## src/rtl/arfs_flow_table_ctrl.sv

```systemverilog
`timescale 1ns/1ps
// arfs_flow_table_ctrl: owns the single-port aRFS flow-table RAM.
// It shares the RAM between line-rate lookups and insert/update/delete requests.
// It also sweeps the table to zero after reset.
// Ports:
//   axis_aclk / axis_areset : clock and asynchronous active-high reset
//   lkp_*                   : lookup request (valid/ready, idx, key)
//   rsp_*                   : lookup response, two cycles after acceptance
//   upd_*                   : update request (valid/ready, op, idx, key, qid),
//                             with upd_done/upd_status completion
//   tbl_*                   : RAM port, entry {valid,key,qid}, read latency 1
module arfs_flow_table_ctrl #(
  parameter int unsigned DEPTH      = 256,
  parameter int unsigned IDX_W      = $clog2(DEPTH),
  parameter int unsigned KEY_W      = 96,
  parameter int unsigned QID_W      = 11,
  parameter int unsigned STARVE_MAX = 8
) (
  input  logic                     axis_aclk,
  input  logic                     axis_areset,
  input  logic                     lkp_valid,
  output logic                     lkp_ready,
  input  logic [IDX_W-1:0]         lkp_idx,
  input  logic [KEY_W-1:0]         lkp_key,
  output logic                     rsp_valid,
  output logic                     rsp_hit,
  output logic [QID_W-1:0]         rsp_qid,
  input  logic                     upd_valid,
  output logic                     upd_ready,
  input  logic                     upd_op,
  input  logic [IDX_W-1:0]         upd_idx,
  input  logic [KEY_W-1:0]         upd_key,
  input  logic [QID_W-1:0]         upd_qid,
  output logic                     upd_done,
  output logic [2:0]               upd_status,
  output logic                     tbl_en,
  output logic                     tbl_we,
  output logic [IDX_W-1:0]         tbl_addr,
  output logic [KEY_W+QID_W:0]     tbl_wdata,
  input  logic [KEY_W+QID_W:0]     tbl_rdata
);

  localparam int unsigned ENT_W = 1 + KEY_W + QID_W;
  localparam int unsigned SC_W  = $clog2(STARVE_MAX + 1);

  typedef enum logic [2:0] {S_INIT, S_IDLE, S_RD, S_CMP, S_WR, S_DONE} state_t;

  state_t             state_q, state_d;
  logic [IDX_W-1:0]   init_cnt_q;
  logic [SC_W-1:0]    starve_q, starve_d;
  logic [2:0]         status_q, status_d;
  logic               cap_op_q;
  logic [IDX_W-1:0]   cap_idx_q;
  logic [KEY_W-1:0]   cap_key_q;
  logic [QID_W-1:0]   cap_qid_q;
  logic               lkp_p1_q;
  logic [KEY_W-1:0]   lkp_key_p1_q;
  logic               upd_grant, lkp_fire, upd_fire, upd_wants;

  // Entry fields of the word read back last cycle
  logic               e_valid;
  logic [KEY_W-1:0]   e_key;
  logic [QID_W-1:0]   e_qid;
  logic               upd_match, lkp_match;

  assign e_valid   = tbl_rdata[ENT_W-1];
  assign e_key     = tbl_rdata[QID_W +: KEY_W];
  assign e_qid     = tbl_rdata[QID_W-1:0];
  assign upd_match = e_valid && (e_key == cap_key_q);
  assign lkp_match = e_valid && (e_key == lkp_key_p1_q);
  assign upd_wants = (state_q == S_RD) || (state_q == S_WR);

  // Slot arbitration, RAM port mux and update FSM next state.
  // Port outputs are forced low while reset is held.
  always_comb begin
    state_d   = state_q;
    starve_d  = starve_q;
    status_d  = status_q;
    upd_grant = 1'b0;
    lkp_fire  = 1'b0;
    upd_fire  = 1'b0;
    lkp_ready = 1'b0;
    upd_ready = 1'b0;
    tbl_en    = 1'b0;
    tbl_we    = 1'b0;
    tbl_addr  = '0;
    tbl_wdata = '0;
    if (!axis_areset) begin
      if (state_q == S_INIT) begin
        tbl_en   = 1'b1;
        tbl_we   = 1'b1;
        tbl_addr = init_cnt_q;
        if (init_cnt_q == IDX_W'(DEPTH - 1)) state_d = S_IDLE;
      end else begin
        // A waiting update takes the slot when no lookup competes or lookups have had their quota
        upd_grant = upd_wants && (!lkp_valid || (starve_q == SC_W'(STARVE_MAX)));
        lkp_ready = !upd_grant;
        upd_ready = (state_q == S_IDLE);
        lkp_fire  = lkp_valid && lkp_ready;
        upd_fire  = upd_valid && upd_ready;
        if (upd_grant) begin
          starve_d = '0;
          tbl_en   = 1'b1;
          tbl_we   = (state_q == S_WR);
          tbl_addr = cap_idx_q;
          if ((state_q == S_WR) && !cap_op_q) tbl_wdata = {1'b1, cap_key_q, cap_qid_q};
        end else if (lkp_fire) begin
          tbl_en   = 1'b1;
          tbl_addr = lkp_idx;
          if (upd_wants) starve_d = starve_q + SC_W'(1);
        end
        case (state_q)
          S_IDLE: if (upd_fire) state_d = S_RD;
          S_RD:   if (upd_grant) state_d = S_CMP;
          S_CMP: begin
            if (!cap_op_q) begin
              status_d = !e_valid ? 3'b000 : (upd_match ? 3'b001 : 3'b010);
              state_d  = S_WR;
            end else if (upd_match) begin
              status_d = 3'b011;
              state_d  = S_WR;
            end else begin
              status_d = 3'b100;
              state_d  = S_DONE;
            end
          end
          S_WR:   if (upd_grant) state_d = S_DONE;
          S_DONE: state_d = S_IDLE;
          default: state_d = S_IDLE;
        endcase
      end
    end
  end

  // State, capture, lookup pipeline and registered outputs
  always_ff @(posedge axis_aclk or posedge axis_areset) begin
    if (axis_areset) begin
      state_q      <= S_INIT;
      init_cnt_q   <= '0;
      starve_q     <= '0;
      status_q     <= '0;
      cap_op_q     <= 1'b0;
      cap_idx_q    <= '0;
      cap_key_q    <= '0;
      cap_qid_q    <= '0;
      lkp_p1_q     <= 1'b0;
      lkp_key_p1_q <= '0;
      rsp_valid    <= 1'b0;
      rsp_hit      <= 1'b0;
      rsp_qid      <= '0;
      upd_done     <= 1'b0;
      upd_status   <= '0;
    end else begin
      state_q  <= state_d;
      starve_q <= starve_d;
      status_q <= status_d;
      if (state_q == S_INIT) init_cnt_q <= init_cnt_q + IDX_W'(1);
      if (upd_fire) begin
        cap_op_q  <= upd_op;
        cap_idx_q <= upd_idx;
        cap_key_q <= upd_key;
        cap_qid_q <= upd_qid;
      end
      lkp_p1_q <= lkp_fire;
      if (lkp_fire) lkp_key_p1_q <= lkp_key;
      rsp_valid  <= lkp_p1_q;
      rsp_hit    <= lkp_p1_q && lkp_match;
      rsp_qid    <= (lkp_p1_q && lkp_match) ? e_qid : '0;
      upd_done   <= (state_d == S_DONE);
      upd_status <= (state_d == S_DONE) ? status_d : 3'b000;
    end
  end

endmodule

```

## config.mk

```make
export PLATFORM = sky130hd
export DESIGN_NAME = arfs_flow_table_ctrl
export DESIGN_NICKNAME = d
export VERILOG_FILES = /design/src/rtl/arfs_flow_table_ctrl.sv
export SDC_FILE = /design/constraint.sdc
export NUM_CORES = 1
export LEC_CHECK = 0
export CELL_PAD_IN_SITES_DETAIL_PLACEMENT = 0
export CELL_PAD_IN_SITES_GLOBAL_PLACEMENT = 1
export CORE_UTILIZATION = 35
export CTS_BUF_LIST = sky130_fd_sc_hd__clkbuf_4 sky130_fd_sc_hd__clkbuf_8
export DETAILED_ROUTE_END_ITERATION = 8
export PLACE_DENSITY_LB_ADDON = 0.1
export SLEW_MARGIN = 40
export SYNTH_ARGS = -nofsm -noshare
export SYNTH_HDL_FRONTEND = slang
export SYNTH_SLANG_ARGS = --single-unit
export TNS_END_PERCENT = 1
```

## constraint.sdc

```tcl
create_clock -name axis_aclk -period 10.1 [get_ports axis_aclk]
set_clock_uncertainty 0.05 [all_clocks]
set_input_delay 1.01 -clock axis_aclk [delete_from_list [all_inputs] [get_ports axis_aclk]]
set_output_delay 1.01 -clock axis_aclk [all_outputs]
set_load 0.02 [all_outputs]
```

==> metrics, run 1 <==
status=completed; Max Cap Violations=0; core footprint=34900 sq um; Syn Std Cell Area=12500 sq um; Syn Inst Count=1045; Initial DRC Count=395; worst-margin pin slew=841 ps; CP startpoint kind=input port; Layout Nets=1858; IO Pins=469; Starting Density=0.359; Stages on worst setup path=6; first-pass GRT wire length=65.4 mm; Final Max Slew Viols=0; R2R cell count=9; clock-pin slew on the worst setup and hold paths=60 ps; post-CTS setup buffer count=0; Final Hold Viols=0; Setup crit end kind=output pin; height of the die=191 um; Mean Syn Cell Area=12.0 sq um; Cell Rows=68; prevailing post-synth register cell=dfrtp_1; Most Frequent Cell on Critical Path=clkdlybuf4s50_1; sequential cell area fraction in the yosys report=0.496; WP data required=9040 ps; layout cells sized above 1=0.197; GRT overflow=0; FFs w/ async S/R, synth=1.00; count of cell types in the netlist=49; Hold Crit Class=reg -> reg; Placement Setup Slack=5430 ps; Final Critical Period=4630 ps; Max IR drop VDD=0.0841 mV; Final setup viols=0; commonest non-fill, non-tap cell in the layout=clkdlybuf4s50_1; Root Buffer=clkbuf_8; CTS resizes=0; largest net degree at the start of global routing=69; syn nets=1380; FMAX=0.216 GHz; drt drc=0; Final Cycle Share=0.459; DP Wirelength=36.1 mm; delay of the slowest critical-path stage=700 ps; htree depth=2; Port Buffers=468; post-route ant nets=0; crit path buf inv count=2; ordered cell list for the critical path=clkdlybuf4s50_1, and2_1, nor2_4, a21oi_1, a211oi_1, clkdlybuf4s50_1; chip width=191 um; setup_tns=0 ps; Crit Path Max Fanout=17; relative slew slack=0.434; count of state elements after synthesis=248; WL/cell=22.4 um; TritonCTS Buffers=46; clock sink total=248; critical path's slowest cell=clkdlybuf4s50_1; Filler cells=3197; Leak=8.70 nW; Final Routed Wirelength=45.3 mm; Top delay family on crit path=buffers and inverters; warnings from Yosys=0; commonest cells after routing, fill and taps aside=clkdlybuf4s50_1 (468), dfrtp_1 (248), mux2_2 (208), and2_1 (119), xor2_1 (118); power density cells=122 nW/um^2; Area Growth Syn to Fin=49.7%; DRT Pass-1 Iters=5; RSZ-0062 raised after global routing=no; initial antenna violation count=8; PnR worst setup slack=5470 ps; Multi-input gate area=6050 sq um; drt via density=4.81; DIE AREA=36500 sq um; CTS tree=done; worst path arrival time=3570 ps; Setup CP Type=in -> out; via count of the first global-routing pass=10400; Max Buffers Root-to-Sink=3; hold_buf cts=0; GRT Overall Usage=0.247; number of synthesized flops with an enable pin=0; Worst-Skew Late Latency=540 ps; routability cong.=0.893; sequential cell area=6210 sq um; worst hold stages=0; vias=9698
state kept, by name, indices dropped and copies added (netlist names), 3 cells and up:
signal,cells
upd_status,3
cap_key_q,96
status_q,3
state_q,3
cap_qid_q,11
rsp_qid,11
starve_q,4
lkp_key_p1_q,96
cap_idx_q,8
init_cnt_q,8
cells in the mapped netlist, types with 6 or more instances:
cell	number	area, sq um
o21ai_0	7	35.0
clkbuf_1	29	109
a21oi_1	10	50.1
nor4_1	37	231
dfrtp_1	248	6210
nor2_1	21	78.8
nand2_1	31	116
nor3_1	6	30.0
inv_1	25	93.8
nand2b_1	15	93.8
xor2_1	118	1030
a211oi_1	8	60.1
and2_1	119	744
xnor2_1	52	455
nand3_1	10	50.1
mux2_2	208	2340
nand4_1	22	138
nor2b_1	11	68.8
buf_2	11	55.1
metrics by stage:
step | area (sq um) | hold slack (ps) | power (mW) | util | cells
floorplan | 12500 | 304 | 1.07 | - | 1045
global placement | 17600 | 314 | 1.24 | 0.505 | 1929
detailed placement | 17700 | 325 | 1.24 | 0.507 | 1930
CTS | 18700 | 340 | 2.32 | 0.536 | 2011
global route | 18700 | 355 | 2.38 | 0.537 | 2017
finish | 18700 | 338 | 2.29 | 0.537 | 2018
cell type report:
class / count / area share
Inverter: 25 / 0.00541
Sequential cell: 248 / 0.331
Multi-Input combinational cell: 727 / 0.323
Clock buffer: 72 / 0.0479
Antenna cell: 7 / 0.000936
Timing Repair Buffer: 475 / 0.254
Clock inverter: 9 / 0.00642
Tap cell: 455 / 0.0304
kinds of logic (layout without fill, tap and decap cells):
group | Yosys count | count (layout) | synth area share
AO/OA/AOI/OAI | 57 | 57 | 0.0337
XOR/XNOR | 170 | 170 | 0.119
adder cells (fa/ha/maj) | 3 | 3 | 0.00300
buffers and inverters | 70 | 581 | 0.0236
flip-flops | 248 | 248 | 0.496
multiplexers | 213 | 213 | 0.192
other | 0 | 7 | 0
AND/OR/NAND/NOR | 284 | 284 | 0.133
worst paths after layout:
check	slack, ps	to	startpoint
max	5470	tbl_addr[2]	lkp_valid
min	340	rsp_valid$_DFF_PP0_	lkp_p1_q$_DFF_PP0_
max reg2reg	6650	lkp_key_p1_q[17]$_DFFE_PP0P_	starve_q[0]$_DFFE_PP0P_
min reg2reg	340	rsp_valid$_DFF_PP0_	lkp_p1_q$_DFF_PP0_
max in group asynchronous	7400	lkp_key_p1_q[8]$_DFFE_PP0P_	axis_areset
min in group asynchronous	1000	cap_key_q[90]$_DFFE_PP0P_	axis_areset
layer usage:
layer,share of wire,global-route usage
met1,0.40,0.297
met2,0.50,0.422
met3,0.078,0.0727
met4,0.023,0.0772
met5,0.00027,0
report_power, final:
part / internal, mW / switching (mW) / leakage [nW] / total, mW
Sequential: 0.995 / 0.000349 / 3.45 / 0.995
Clock: 0.638 / 0.429 / 0.545 / 1.07
Combinational: 0.138 / 0.0864 / 4.71 / 0.224
Total: 1.77 / 0.515 / 8.70 / 2.29
Note: power is estimated with default switching activity, not from simulation.
==> inputs of run 2 (changes only) <==
- CORE_UTILIZATION: 35 -> 32
- clock period: 10.1 -> 3.8 ns (I/O delays scaled with it)
==> run 2 against run 1 <==
Against the previous run: clock power increased to 2.6 times the previous value; largest power group unchanged; clock-buffer cell count increased by 5; hold slack worse by 50 ps; final cell count up 3.5%; combinational power rose to 2.7 times the previous value; routed wire length up 4.2%.
==> metrics, run 2 (same netlist as run 1, synthesis figures left out) <==
Final Critical Period=3510 ps; WL/cell=22.6 um; largest net degree at the start of global routing=93; Crit Path Max Fanout=17; DP Wirelength=37.4 mm; htree depth=2; height of the die=200 um; Root Buffer=clkbuf_8; Port Buffers=468; Hold Crit Class=in -> reg; combinational power share=0.100; net switching power=1.44 mW; worst-margin pin slew=709 ps; Worst-Skew Late Latency=610 ps; drt via density=4.68; initial antenna violation count=5; Filler cells=3567; power density cells=321 nW/um^2; RSZ-0062 raised after global routing=no; commonest non-fill, non-tap cell in the layout=clkdlybuf4s50_1; IO Pins=469; relative slew slack=0.523; Starting Density=0.324; Max Buffers Root-to-Sink=3; Final Max Slew Viols=0; Final Routed Wirelength=47.2 mm; clock sink total=248; Cell Rows=72; largest registers=cap_key_q x96, lkp_key_p1_q x96; via count of the first global-routing pass=10300; post-CTS setup buffer count=0; clock share of power=0.465; drt drc=0; Final setup viols=0; Final Hold Viols=0; FMAX=0.285 GHz; chip width=200 um; CTS resizes=0; Max Cap Violations=0; status=completed; Multi-input gate area=6040 sq um; vias=9773; Initial DRC Count=297; core footprint=38600 sq um; hold_buf cts=0; Seq pwr share=0.435; worst path arrival time=3080 ps; CTS tree=done; commonest cells after routing, fill and taps aside=clkdlybuf4s50_1 (468), dfrtp_1 (248), mux2_2 (208), and2_1 (119), xor2_1 (118); DIE AREA=39900 sq um; DRT Pass-1 Iters=5; WP data required=3370 ps; Final Cycle Share=0.925; routability cong.=0.824; TritonCTS Buffers=47; sequential cell area=6210 sq um; GRT Overall Usage=0.234; Leak=8.75 nW; Setup CP Type=reg -> out; setup_tns=0 ps; layout cells sized above 1=0.204; Max IR drop VDD=0.211 mV; Layout Nets=1868; Design Power=6.07 mW; clock-pin slew on the worst setup and hold paths=60 ps; Area Growth Syn to Fin=51.0%; post-route ant nets=0; Pint=4.64 mW; first-pass GRT wire length=67.1 mm; switching share of power=0.237; GRT overflow=0; Setup crit end kind=output pin; CP startpoint kind=flip-flop
## run 2: cell count changes in the layout (fill, tap and decap cells not counted), sizes merged
cell,before,now
buf,7,16
bufinv,3,1
clkbuf,72,77
clkinv,6,4
clkinvlp,0,2
diode,7,4
inv,25,24
## run 2: power by group through the flow
| stage | registers [mW] | logic, mW | clock network, mW |
|---|---|---|---|
| after global placement | 2.69 | 0.606 | 0 |
| after floorplan | 2.69 | 0.145 | 0 |
| after global routing | 2.64 | 0.652 | 3.02 |
| final | 2.64 | 0.606 | 2.82 |
| after CTS | 2.64 | 0.618 | 2.93 |
| after detailed placement | 2.69 | 0.614 | 0 |
## run 2: per-layer routing
metal | part of all wire | vias up | GRT usage | wire, um
li1 | - | 4592 | - | -
met1 | 0.42 | 4797 | 0.290 | 19700
met2 | 0.49 | 325 | 0.394 | 23100
met3 | 0.073 | 57 | 0.0648 | 3430
met4 | 0.019 | 2 | 0.0744 | 879
met5 | 0.00017 | - | 0 | 8
## run 2: layout make-up
class / count / share of cell area
Inverter: 25 / 0.00516
Clock inverter: 6 / 0.00305
Timing Repair Buffer: 484 / 0.259
Clock buffer: 77 / 0.0498
Multi-Input combinational cell: 727 / 0.320
Antenna cell: 4 / 0.000530
Tap cell: 518 / 0.0343
Sequential cell: 248 / 0.328
## run 2: metrics by stage
| step | util | std cells | setup WS [ps] | hold WS, ps | instance area, sq um |
|---|---|---|---|---|---|
| floorplan | - | 1045 | -1720 | 304 | 12500 |
| global placement | 0.462 | 2001 | 782 | 323 | 17800 |
| detailed placement | 0.462 | 2002 | 757 | 329 | 17900 |
| CTS | 0.488 | 2085 | 185 | 233 | 18900 |
| global route | 0.489 | 2088 | 35.0 | 255 | 18900 |
| finish | 0.489 | 2089 | 287 | 289 | 18900 |
## run 2: worst paths after layout
path / end / cells past startpoint / from / slack, ps
max: tbl_addr[3] / 8 / starve_q[0]$_DFFE_PP0P_ / 290
min: rsp_qid[4]$_DFF_PP0_ / 2 / tbl_rdata[4] / 290
max reg2reg: lkp_key_p1_q[12]$_DFFE_PP0P_ / 9 / starve_q[0]$_DFFE_PP0P_ / 970
min reg2reg: rsp_valid$_DFF_PP0_ / 0 / lkp_p1_q$_DFF_PP0_ / 350
max in group asynchronous: cap_key_q[81]$_DFFE_PP0P_ / 6 / axis_areset / 2240
min in group asynchronous: init_cnt_q[0]$_DFFE_PP0P_ / 4 / axis_areset / 350
## run 2: worst max-delay path: stages, from the launching register on
cell and delay [ps]:
dfrtp_1 400, inv_1 90, ha_1 150, nand3b_1 110, and2_1 270, nor2_4 400
a21oi_1 130, a211oi_1 270, clkdlybuf4s50_1 660
==> inputs of run 3 (changes only) <==
- CORE_UTILIZATION: 32 -> 35
- PLACE_DENSITY: not set -> 0.91
- PLACE_DENSITY_LB_ADDON: 0.1 -> not set
- clock period: 3.8 -> 3.5 ns (I/O delays scaled with it)
==> run 3 against run 2 <==
Against the previous run: non-clock buffer count is 6 higher; clock-buffer cell count is 5 lower; sequential cell count stayed put; critical path depth is 4 lower; die area is 8.5% lower; critical path type unchanged.
==> metrics, run 3 (same netlist as run 1, synthesis figures left out) <==
Final Critical Period=3280 ps; IO Pins=469; Leak=8.78 nW; Setup crit end kind=output pin; CTS tree=done; Final Routed Wirelength=46.7 mm; DIE AREA=36500 sq um; via count of the first global-routing pass=10700; DP Wirelength=37.1 mm; Final Hold Viols=0; worst path arrival time=2880 ps; htree depth=2; CP startpoint kind=flip-flop; Layout Nets=1874; Area Growth Syn to Fin=51.0%; Design Power=6.63 mW; largest registers=cap_key_q x96, lkp_key_p1_q x96; Max Buffers Root-to-Sink=3; WL/cell=23.1 um; Hold Crit Class=in -> reg; GRT overflow=0; hold slack=269 ps; core footprint=34900 sq um; GRT Overall Usage=0.255; layout cells sized above 1=0.206; Cell Rows=68; Filler cells=3066; first-pass GRT wire length=66.9 mm; FMAX=0.305 GHz; WP data required=3100 ps; Max IR drop VDD=0.327 mV; chip width=191 um; Crit Path Max Fanout=20; largest net degree at the start of global routing=103; DRT Pass-1 Iters=5; Port Buffers=468; commonest non-fill, non-tap cell in the layout=clkdlybuf4s50_1; commonest cells after routing, fill and taps aside=clkdlybuf4s50_1 (467), dfrtp_1 (248), mux2_2 (208), and2_1 (118), xor2_1 (118); hold_buf cts=0; Final Cycle Share=0.937; drt via density=4.91; Initial DRC Count=334; clock sink total=248; Worst-Skew Late Latency=600 ps; routability cong.=0.853; drt drc=0; worst-margin pin slew=803 ps; Setup CP Type=reg -> out; relative slew slack=0.460; vias=9946; power density cells=351 nW/um^2; worst hold stages=2; height of the die=191 um; Starting Density=0.359; Max Cap Violations=0; post-route ant nets=0; initial antenna violation count=2; RSZ-0062 raised after global routing=no; clock-pin slew on the worst setup and hold paths=60 ps; Final setup viols=0; Final Max Slew Viols=0; Root Buffer=clkbuf_8; R2R cell count=10; TritonCTS Buffers=46; status=completed
-- run 3: cell count changes in the layout (fill, tap and decap cells not counted), sizes merged --
cell | previous run | this run
buf | 16 | 23
diode | 4 | 1
clkinv | 4 | 3
bufinv | 1 | 2
nor2 | 22 | 23
clkdlybuf4s50 | 468 | 467
clkbuf | 77 | 72
-- run 3: metrics by stage --
| stage | cell area [sq um] | setup slack (ps) | util | setup TNS (ps) | cells |
|---|---|---|---|---|---|
| floorplan | 12500 | -1990 | - | -95250 | 1045 |
| global route | 18900 | 31.1 | 0.541 | 0 | 2024 |
| detailed placement | 17800 | 335 | 0.511 | 0 | 1943 |
| global placement | 17800 | 435 | 0.511 | 0 | 1943 |
| CTS | 18800 | 10.2 | 0.540 | 0 | 2021 |
| finish | 18900 | 219 | 0.541 | 0 | 2025 |
-- run 3: critical path, cell delays in order, from the launching register on --
cell and delay (ps):
dfrtp_1 620, or3_1 610, nor2_1 140, a211oi_1 270, clkdlybuf4s50_1 650
-- run 3: per-layer routing --
| metal | part of all wire | routed length, um | up-vias | GRT usage |
|---|---|---|---|---|
| li1 | - | - | 4616 | - |
| met1 | 0.40 | 18800 | 4857 | 0.304 |
| met2 | 0.49 | 23000 | 397 | 0.436 |
| met3 | 0.076 | 3560 | 74 | 0.0699 |
| met4 | 0.029 | 1370 | 2 | 0.0955 |
| met5 | 0.00028 | 13 | - | 0 |
-- run 3: layout make-up --
cell class | instances | area [sq um] | share of cell area
diodes | 1 | 2.50 | 0.000132
clock buffers | 72 | 935 | 0.0495
clock inverters | 6 | 82.6 | 0.00437
inverters | 25 | 97.6 | 0.00517
multi-input cells | 728 | 6050 | 0.320
flip-flops and latches | 248 | 6210 | 0.329
well taps | 455 | 569 | 0.0301
repair buffers | 490 | 4950 | 0.262
-- run 3: power breakdown --
part	leakage (nW)	switching, mW	internal [mW]
Sequential	3.45	0.00102	2.87
Combinational	4.80	0.263	0.403
Clock	0.535	1.26	1.83
-- run 3: path summary, 6_finish.rpt --
| kind | from | to | slack [ps] |
|---|---|---|---|
| setup / recovery | state_q[2]$_DFF_PP0_ | tbl_addr[5] | 220 |
| hold / removal | tbl_rdata[3] | rsp_qid[3]$_DFF_PP0_ | 270 |
| setup reg to reg | starve_q[0]$_DFFE_PP0P_ | lkp_key_p1_q[90]$_DFFE_PP0P_ | 730 |
| hold reg to reg | lkp_p1_q$_DFF_PP0_ | rsp_valid$_DFF_PP0_ | 340 |
| max in group asynchronous | axis_areset | lkp_key_p1_q[79]$_DFFE_PP0P_ | 1740 |
| min in group asynchronous | axis_areset | init_cnt_q[5]$_DFFE_PP0P_ | 520 |
-- run 3: timing repair --
| action | CTS | global route |
|---|---|---|
| endpoints found under the hold margin | 0 | 0 |
| setup buffers | 0 | 1 |
| setup endpoints to repair | 0 | 8 |
| gates resized for setup | 0 | 1 |
